===== src/rtl/etapa_pkg.sv =====
// Shared definitions for the inter-stage pipeline registers of the MIPS core.
package etapa_pkg;

  typedef enum logic [1:0] {
    ST_EMPTY = 2'd0,
    ST_ONE   = 2'd1,
    ST_FULL  = 2'd2
  } state_e;

  // Bundle widths per pipeline boundary
  localparam int IFID_DATA_W  = 64;
  localparam int IFID_CTRL_W  = 1;
  localparam int IDEX_DATA_W  = 136;
  localparam int IDEX_CTRL_W  = 16;
  localparam int EXMEM_DATA_W = 136;
  localparam int EXMEM_CTRL_W = 16;
  localparam int MEMWB_DATA_W = 72;
  localparam int MEMWB_CTRL_W = 16;

  // Control-field bit offsets inside the control bundle
  localparam int CTRL_BRANCH   = 0;
  localparam int CTRL_MEMREAD  = 1;
  localparam int CTRL_MEMWRITE = 2;
  localparam int CTRL_REGWRITE = 3;
  localparam int CTRL_MEMTOREG = 4;
  localparam int CTRL_REGDST   = 5;
  localparam int CTRL_ALUSRC   = 6;
  localparam int CTRL_ALUOP    = 7;

endpackage


===== src/rtl/pipe_entry.sv =====
// One bundle slot: data register with load enable plus a valid flag that can be
// cleared synchronously without touching the data.
module pipe_entry #(
  parameter int W = 8
) (
  input  logic         clk_i,
  input  logic         rst_i,
  input  logic         clr_i,
  input  logic         ld_i,
  input  logic [W-1:0] d_i,
  output logic [W-1:0] q_o,
  output logic         vld_o
);

  logic [W-1:0] data_q;
  logic         vld_q;

  always_ff @(posedge clk_i) begin
    if (rst_i) begin
      data_q <= '0;
      vld_q  <= 1'b0;
    end else begin
      if (ld_i) data_q <= d_i;
      if (clr_i)     vld_q <= 1'b0;
      else if (ld_i) vld_q <= 1'b1;
    end
  end

  assign q_o   = data_q;
  assign vld_o = vld_q;

endmodule


===== src/rtl/etapa_pipe_reg.sv =====
// Inter-stage pipeline register with valid/ready handshake, flush-to-bubble and
// an optional skid entry so that o_ready comes straight from a flop.
module etapa_pipe_reg
  import etapa_pkg::*;
#(
  parameter int DATA_W = 136,
  parameter int CTRL_W = 16,
  parameter bit SKID   = 1'b1
) (
  input  logic              i_clk,
  input  logic              i_reset,
  input  logic              i_flush,
  input  logic              i_valid,
  output logic              o_ready,
  input  logic [DATA_W-1:0] i_data,
  input  logic [CTRL_W-1:0] i_ctrl,
  output logic              o_valid,
  input  logic              i_ready,
  output logic [DATA_W-1:0] o_data,
  output logic [CTRL_W-1:0] o_ctrl,
  output logic [1:0]        o_count
);

  localparam int W = DATA_W + CTRL_W;

  state_e         state_q, state_d;
  logic           accept, emit;
  logic           main_ld, main_clr, main_sel_skid, main_vld;
  logic           skid_ld, skid_clr, skid_vld;
  logic [W-1:0]   main_d, main_q, skid_q;

  // A bundle offered together with a flush is dropped, never accepted.
  assign accept = i_valid & o_ready & ~i_flush;
  assign emit   = o_valid & i_ready;

  always_comb begin
    state_d       = state_q;
    main_ld       = 1'b0;
    main_clr      = 1'b0;
    main_sel_skid = 1'b0;
    skid_ld       = 1'b0;
    skid_clr      = 1'b0;
    if (i_flush) begin
      state_d  = ST_EMPTY;
      main_clr = 1'b1;
      skid_clr = 1'b1;
    end else begin
      case (state_q)
        ST_EMPTY: if (accept) begin
          main_ld = 1'b1;
          state_d = ST_ONE;
        end
        ST_ONE: begin
          if (accept && emit) begin
            main_ld = 1'b1;
          end else if (accept) begin
            skid_ld = 1'b1;
            state_d = ST_FULL;
          end else if (emit) begin
            main_clr = 1'b1;
            state_d  = ST_EMPTY;
          end
        end
        ST_FULL: if (emit && skid_vld) begin
          main_ld       = 1'b1;
          main_sel_skid = 1'b1;
          skid_clr      = 1'b1;
          state_d       = ST_ONE;
        end
        default: state_d = ST_EMPTY;
      endcase
    end
  end

  always_ff @(posedge i_clk) begin
    if (i_reset) state_q <= ST_EMPTY;
    else         state_q <= state_d;
  end

  assign main_d = main_sel_skid ? skid_q : {i_ctrl, i_data};

  pipe_entry #(.W(W)) u_main (
    .clk_i (i_clk),
    .rst_i (i_reset),
    .clr_i (main_clr),
    .ld_i  (main_ld),
    .d_i   (main_d),
    .q_o   (main_q),
    .vld_o (main_vld)
  );

  generate
    if (SKID) begin : g_skid
      pipe_entry #(.W(W)) u_skid (
        .clk_i (i_clk),
        .rst_i (i_reset),
        .clr_i (skid_clr),
        .ld_i  (skid_ld),
        .d_i   ({i_ctrl, i_data}),
        .q_o   (skid_q),
        .vld_o (skid_vld)
      );
      assign o_ready = (state_q != ST_FULL);
    end else begin : g_noskid
      // Without a skid slot FULL is unreachable: accept in ONE implies emit.
      assign skid_q   = '0;
      assign skid_vld = 1'b0;
      assign o_ready  = ~main_vld | i_ready;
      wire unused_skid = &{1'b0, skid_ld, skid_clr};
    end
  endgenerate

  assign o_valid = main_vld;
  assign o_data  = main_q[DATA_W-1:0];
  assign o_ctrl  = main_vld ? main_q[W-1:DATA_W] : '0;
  assign o_count = state_q;

endmodule

===== config.mk =====
export PLATFORM = sky130hd
export DESIGN_NAME = etapa_pipe_reg
export DESIGN_NICKNAME = d
export VERILOG_FILES = /design/src/rtl/etapa_pkg.sv /design/src/rtl/pipe_entry.sv /design/src/rtl/etapa_pipe_reg.sv
export SDC_FILE = /design/constraint.sdc
export NUM_CORES = 1
export LEC_CHECK = 0
export ABC_AREA = 1
export CORE_MARGIN = 3
export CORE_UTILIZATION = 36
export DETAILED_ROUTE_END_ITERATION = 12
export GPL_TIMING_DRIVEN = 0
export PLACE_DENSITY = 0.69
export SETUP_SLACK_MARGIN = 0.4
export SLEW_MARGIN = 20
export SYNTH_ARGS = -nofsm -noshare
export SYNTH_HDL_FRONTEND = slang
export SYNTH_SLANG_ARGS = --single-unit

===== constraint.sdc =====
create_clock -name i_clk -period 3.8 [get_ports i_clk]
set_input_delay 0.95 -clock i_clk [delete_from_list [all_inputs] [get_ports i_clk]]
set_output_delay 0.95 -clock i_clk [all_outputs]
set_load 0.01 [all_outputs]

==> results of run 1 <==
## per-layer routing
layer	GRT usage	vias to the layer above	share of wire
li1	-	7831	-
met3	0.0304	81	0.051
met4	0.0640	2	0.028
met1	0.275	6959	0.44
met2	0.356	445	0.48
met5	0	-	0.00027
## registers in the layout (all words and copies together), names as in the netlist
name and cells:
u_main.vld_o 1, g_skid.u_skid.vld_o 1, o_count 2, u_main.q_o 152, g_skid.u_skid.q_o 152
## per-stage QoR
stage / instances / instance area (um^2) / util / hold WS, ps
floorplan: 2352 / 15100 / - / 455
global placement: 3196 / 18900 / 0.460 / 461
detailed placement: 3196 / 18900 / 0.460 / 472
CTS: 3262 / 20200 / 0.491 / 485
global route: 3265 / 20200 / 0.492 / 500
finish: 3265 / 20200 / 0.492 / 481
## final timing paths
| kind | start | to | slack (ps) | depth (start not counted) |
|---|---|---|---|---|
| worst min register to register | g_skid.u_skid.q_o[51] | g_skid.u_skid.q_o[51] | 480 | 2 |
| worst min-delay path | g_skid.u_skid.q_o[51] | g_skid.u_skid.q_o[51] | 480 | 2 |
| worst max-delay path | u_main.vld_o | o_ctrl[8] | 570 | 5 |
| worst max register to register | u_main.vld_o | u_main.q_o[81] | 1280 | 10 |
## critical path, cell delays in order (launching register included)
cell and delay [ps]:
dfxtp_1 320, buf_4 210, clkbuf_1 410, nand2_1 110
inv_1 130, clkdlybuf4s50_1 560
## power breakdown
part	total (W)	switching (W)	leakage [nW]	internal [W]
combinational	0.00101	0.000495	6.48	0.000519
sequential	0.00340	0.0000579	2.50	0.00334
clock	0.00372	0.00141	0.633	0.00231
## cells by family (layout without fill, tap and decap cells)
group | after synthesis | in the layout | share of synthesized area
AOI/OAI and AO/OA | 157 | 157 | 0.0523
other | 0 | 1 | 0
DFF | 308 | 308 | 0.408
and+or+nand+nor | 1407 | 1407 | 0.377
buffers and inverters | 480 | 860 | 0.163
## layout make-up
type,count,area share
inverters,177,0.0329
repair buffers,314,0.155
flip-flops and latches,308,0.305
clock buffers,54,0.0550
plain buffers,303,0.0894
clock inverters,12,0.00854
diodes,1,0.000124
multi-input cells,1564,0.321
well taps,532,0.0329
## cells in the final DEF (no fill, tap or decap), types with 2 or more instances in the layout
cell type	count
inv_1	174
o21ai_0	153
nand3_1	5
clkdlybuf4s50_1	312
buf_1	3
a21oi_1	2
bufinv_16	4
inv_2	2
buf_6	2
nand4_1	152
clkbuf_16	39
buf_4	152
clkbuf_8	8
nor2_1	613
clkbuf_1	83
dfxtp_1	308
clkinv_2	5
buf_2	71
nand2_1	631
## repair_timing
action	CTS	global route
endpoints found under the hold margin	0	0
resized for setup	4	1
setup buffers	0	2
endpoints found under the setup margin	1	1
==> impl_metrics.csv, run 1 <==
group,metric,value,unit
grt,grt_usage,0.209,
clock_tree,cts_tree,"yes",
pwr,power_density,402,nW/um^2
clock_tree,hold_buffers,0,
critical_path,start_kind,"flip-flop",
critical_path,worstSetupPathType,"reg -> out",
finish,synthToLayoutAreaGrowth,33.8,%
synth,synth.most_common_cell,"nand2_1",
detailed_routing,wl,48100,um
finish,multi_input_area,6490,um^2
pwr,vdd_drop_max,293,uV
detailed_routing,drc_errors,0,
synth,syn_area,15100,um^2
placed_design,place_congestion,0.830,
timing,finalCriticalPeriod,3230,ps
clock_tree,cts-root-buf,"clkbuf_16",
synth,synth-edff-count,0,
floorplan,core,41100,um^2
detailed_routing,post_drt_wl_per_cell,14.7,um
synth,synthTopCellsByArea,"dfxtp_1 (41%), nand2_1 (16%), nor2_1 (15%)",
timing,worst_slack,571,ps
floorplan,start_util,0.368,
pwr,p_leak,9.61,nW
critical_path,critical_path.endpoint_type,"output port",
synth,synthCells,2352,
critical_path,crit_required,2850,ps
synth,synth_fp_nets,2509,
placed_design,dp_slack,345,ps
synth,synth_seq_area_share,0.408,
synth,synth_cell_types,22,
clock_tree,path_clk_slew,60,ps
grt,antenna_found_initial,2,
timing,rsz0062_at_grt,"no",
finish,nNetsFinal,2862,
clock_tree,cts-root-to-sink-buffers,3,
clock_tree,htreeDepth,2,
finish,final_layout_size_suffix_gt1_frac,0.107,
synth,ys.flop_type,"dfxtp_1",
synth,synth-seq-cells,308,
timing,period_share,0.850,
floorplan,die_h,211,um
detailed_routing,routed_via_density,4.69,
timing,finalHoldViolCount,0,
detailed_routing,dr.pass1.iters,6,
synth,yosysTopAreaCellShare,0.408,
clock_tree,cts.sinks,308,
critical_path,crit_fanout,10,
detailed_routing,vias,15318,
timing,fmax,310,MHz
clock_tree,clk_latency,530,ps
floorplan,die_x,211,um
synth,async_flop_share,0,
synth,yosysTopAreaCell,"dfxtp_1",
run,cap_violations,0,
grt,grt_pass1_wl,75300,um
timing,skew,17.0,ps
floorplan,dieArea,44500,um^2
timing,setup-violations-final,0,
detailed_routing,antenna_left,0,
timing,finalSetupTns,0,ps
timing,relSlewSlack,0.301,
grt,grt_pass1_vias,14268,
finish,ff_latch_area,6170,um^2
outcome,outcome,"complete, no violations",
worst_hold_path,hp-class,"reg -> reg",
timing,finalMaxSlewViolations,0,
grt,grt_max_degree,14,
placed_design,hpwl,35300,um
critical_path,cp.arrival,2280,ps
synth,yosysWarnings,0,
placed_design,io_buffer_count,312,
pwr,total_power,0.00813,W
synth,synth.avg_cell_area,6.43,um^2
floorplan,rows,74,
synth,synth_common_cells,"nand2_1 (631), nor2_1 (613), dfxtp_1 (308)",
finish,fill_cells,4167,
clock_tree,cts_buffers,37,
floorplan,boundaryPins,313,
timing,tightest_slew,1050,ps
grt,grt_overflow,0,
detailed_routing,drt_iter0_drc,1130,
Power figures use the tool's default switching activity.
==> inputs of run 2 (changes only) <==
- PLACE_DENSITY: 0.69 -> 0.71
- clock period: 3.8 -> 2.8 ns (I/O delays scaled with it)
==> impl_metrics.csv, run 2 (synthesized netlist as in run 1, its figures left out) <==
group,metric,value,unit
floorplan,core,41100,um^2
pwr,vdd_drop_max,315,uV
critical_path,start_kind,"flip-flop",
timing,rsz0062_at_grt,"yes",
finish,synthToLayoutAreaGrowth,33.5,%
grt,antenna_found_initial,6,
detailed_routing,vias,15400,
critical_path,cp.arrival,1750,ps
critical_path,worstSetupPathType,"reg -> out",
detailed_routing,routed_via_density,4.71,
floorplan,rows,74,
placed_design,place_congestion,0.866,
timing,tightest_slew,767,ps
floorplan,start_util,0.368,
run,cap_violations,0,
timing,finalHoldViolCount,0,
floorplan,die_x,211,um
finish,final_common_cell,"nand2_1",
pwr,power_density,521,nW/um^2
finish,nNetsFinal,2867,
critical_path,critPathMaxStageDelay,360,ps
clock_tree,cts.sinks,308,
clock_tree,cts_tree,"yes",
placed_design,dp_slack,-361,ps
timing,finalMaxSlewViolations,0,
critical_path,critPathSlowestCell,"dfxtp_2",
clock_tree,htreeDepth,2,
finish,final_layout_size_suffix_gt1_frac,0.110,
detailed_routing,post_drt_wl_per_cell,14.7,um
clock_tree,cts_buffers,35,
finish,finish.utilization,0.491,
clock_tree,path_clk_slew,60,ps
timing,skew,11.6,ps
outcome,outcome,"complete, no violations",
detailed_routing,drt_iter0_drc,1006,
clock_tree,cts-root-to-sink-buffers,3,
detailed_routing,dr.pass1.iters,6,
grt,grt_usage,0.207,
grt,grt_pass1_vias,14188,
detailed_routing,antenna_left,0,
timing,relSlewSlack,0.489,
clock_tree,cts-root-buf,"clkbuf_16",
timing,setup-violations-final,0,
detailed_routing,drc_errors,0,
floorplan,boundaryPins,313,
pwr,p_leak,9.67,nW
timing,worst_slack,347,ps
floorplan,die_h,211,um
timing,finalSetupTns,0,ps
critical_path,crit_required,2100,ps
clock_tree,hold_buffers,0,
grt,grt_overflow,0,
floorplan,dieArea,44500,um^2
grt,grt_max_degree,13,
detailed_routing,wl,48100,um
timing,finalCriticalPeriod,2450,ps
clock_tree,clk_latency,510,ps
timing,period_share,0.876,
worst_hold_path,hp-class,"reg -> reg",
critical_path,crit_fanout,10,
placed_design,hpwl,35400,um
grt,grt_pass1_wl,74500,um
timing,fmax,408,MHz
critical_path,path_cells,"inv_2, nor2_4, buf_6, buf_12, buf_8, inv_1, dlygate4sd2_1",
finish,mostFrequentLayoutCells,"nand2_1 (631), nor2_1 (613), dfxtp_1 (306)",
placed_design,io_buffer_count,312,
critical_path,critical_path.endpoint_type,"output port",
run 2: cell types whose count changed in the layout (fill, tap and decap cells not counted), moves of 4 or more:
cell             delta
dlygate4sd2_1      +14
clkbuf_1            -5
buf_2               -4
diode_2             +5
clkbuf_2            +8
buf_4               +5
clkdlybuf4s50_1    -17
run 2: where the power goes:
group	leakage, nW	switching, W	internal, W
combinational	6.61	0.000673	0.000708
clock	0.548	0.00179	0.00271
sequential	2.50	0.0000779	0.00454
total	9.67	0.00254	0.00796
run 2: critical path: cells and delay by family, from the launching register on:
family                 cells  cell delay, ps
buffers and inverters      6             760
flip-flops                 1             360
AND/OR/NAND/NOR            1             110
run 2: what timing repair did:
action | CTS | global route
pin swaps | 1 | 1
setup endpoints to repair | 156 | 153
buffers inserted | 5 | 4
gates resized for setup | 33 | 29
gates cloned | 0 | 0
run 2: worst paths after layout:
check        slack (ps)                endpoint                   start  cells past startpoint
min reg2reg         480  g_skid.u_skid.q_o[126]  g_skid.u_skid.q_o[126]                      2
max                 350                 o_ready              o_count[1]                      7
min                 480  g_skid.u_skid.q_o[126]  g_skid.u_skid.q_o[126]                      2
max reg2reg         650          u_main.q_o[81]            u_main.vld_o                     11
run 2: per-stage QoR:
step,instances,instance area [um^2],total power (W),hold WS [ps]
floorplan,2352,15100,0.00542,455
global placement,3196,18900,0.00606,463
detailed placement,3196,18900,0.00608,473
finish,3270,20200,0.0105,485
global route,3270,20200,0.0109,506
CTS,3260,20100,0.0106,486
run 2: per-layer routing:
metal / global-route usage / part of all wire / wire length (um)
met2: 0.338 / 0.46 / 22300
met3: 0.0278 / 0.059 / 2830
met4: 0.0871 / 0.038 / 1820
met5: 0 / 0 / 0
met1: 0.277 / 0.44 / 21100
run 2: layout make-up:
type,count,area (um^2)
antenna,6,15.0
timing repair buffer,321,3170
fill,4077,20900
sequential,308,6170
clock inverter,3,40.0
multi-input combinational,1564,6500
tap,532,666
buffer,303,1860
clock buffer,56,1080
inverter,177,666
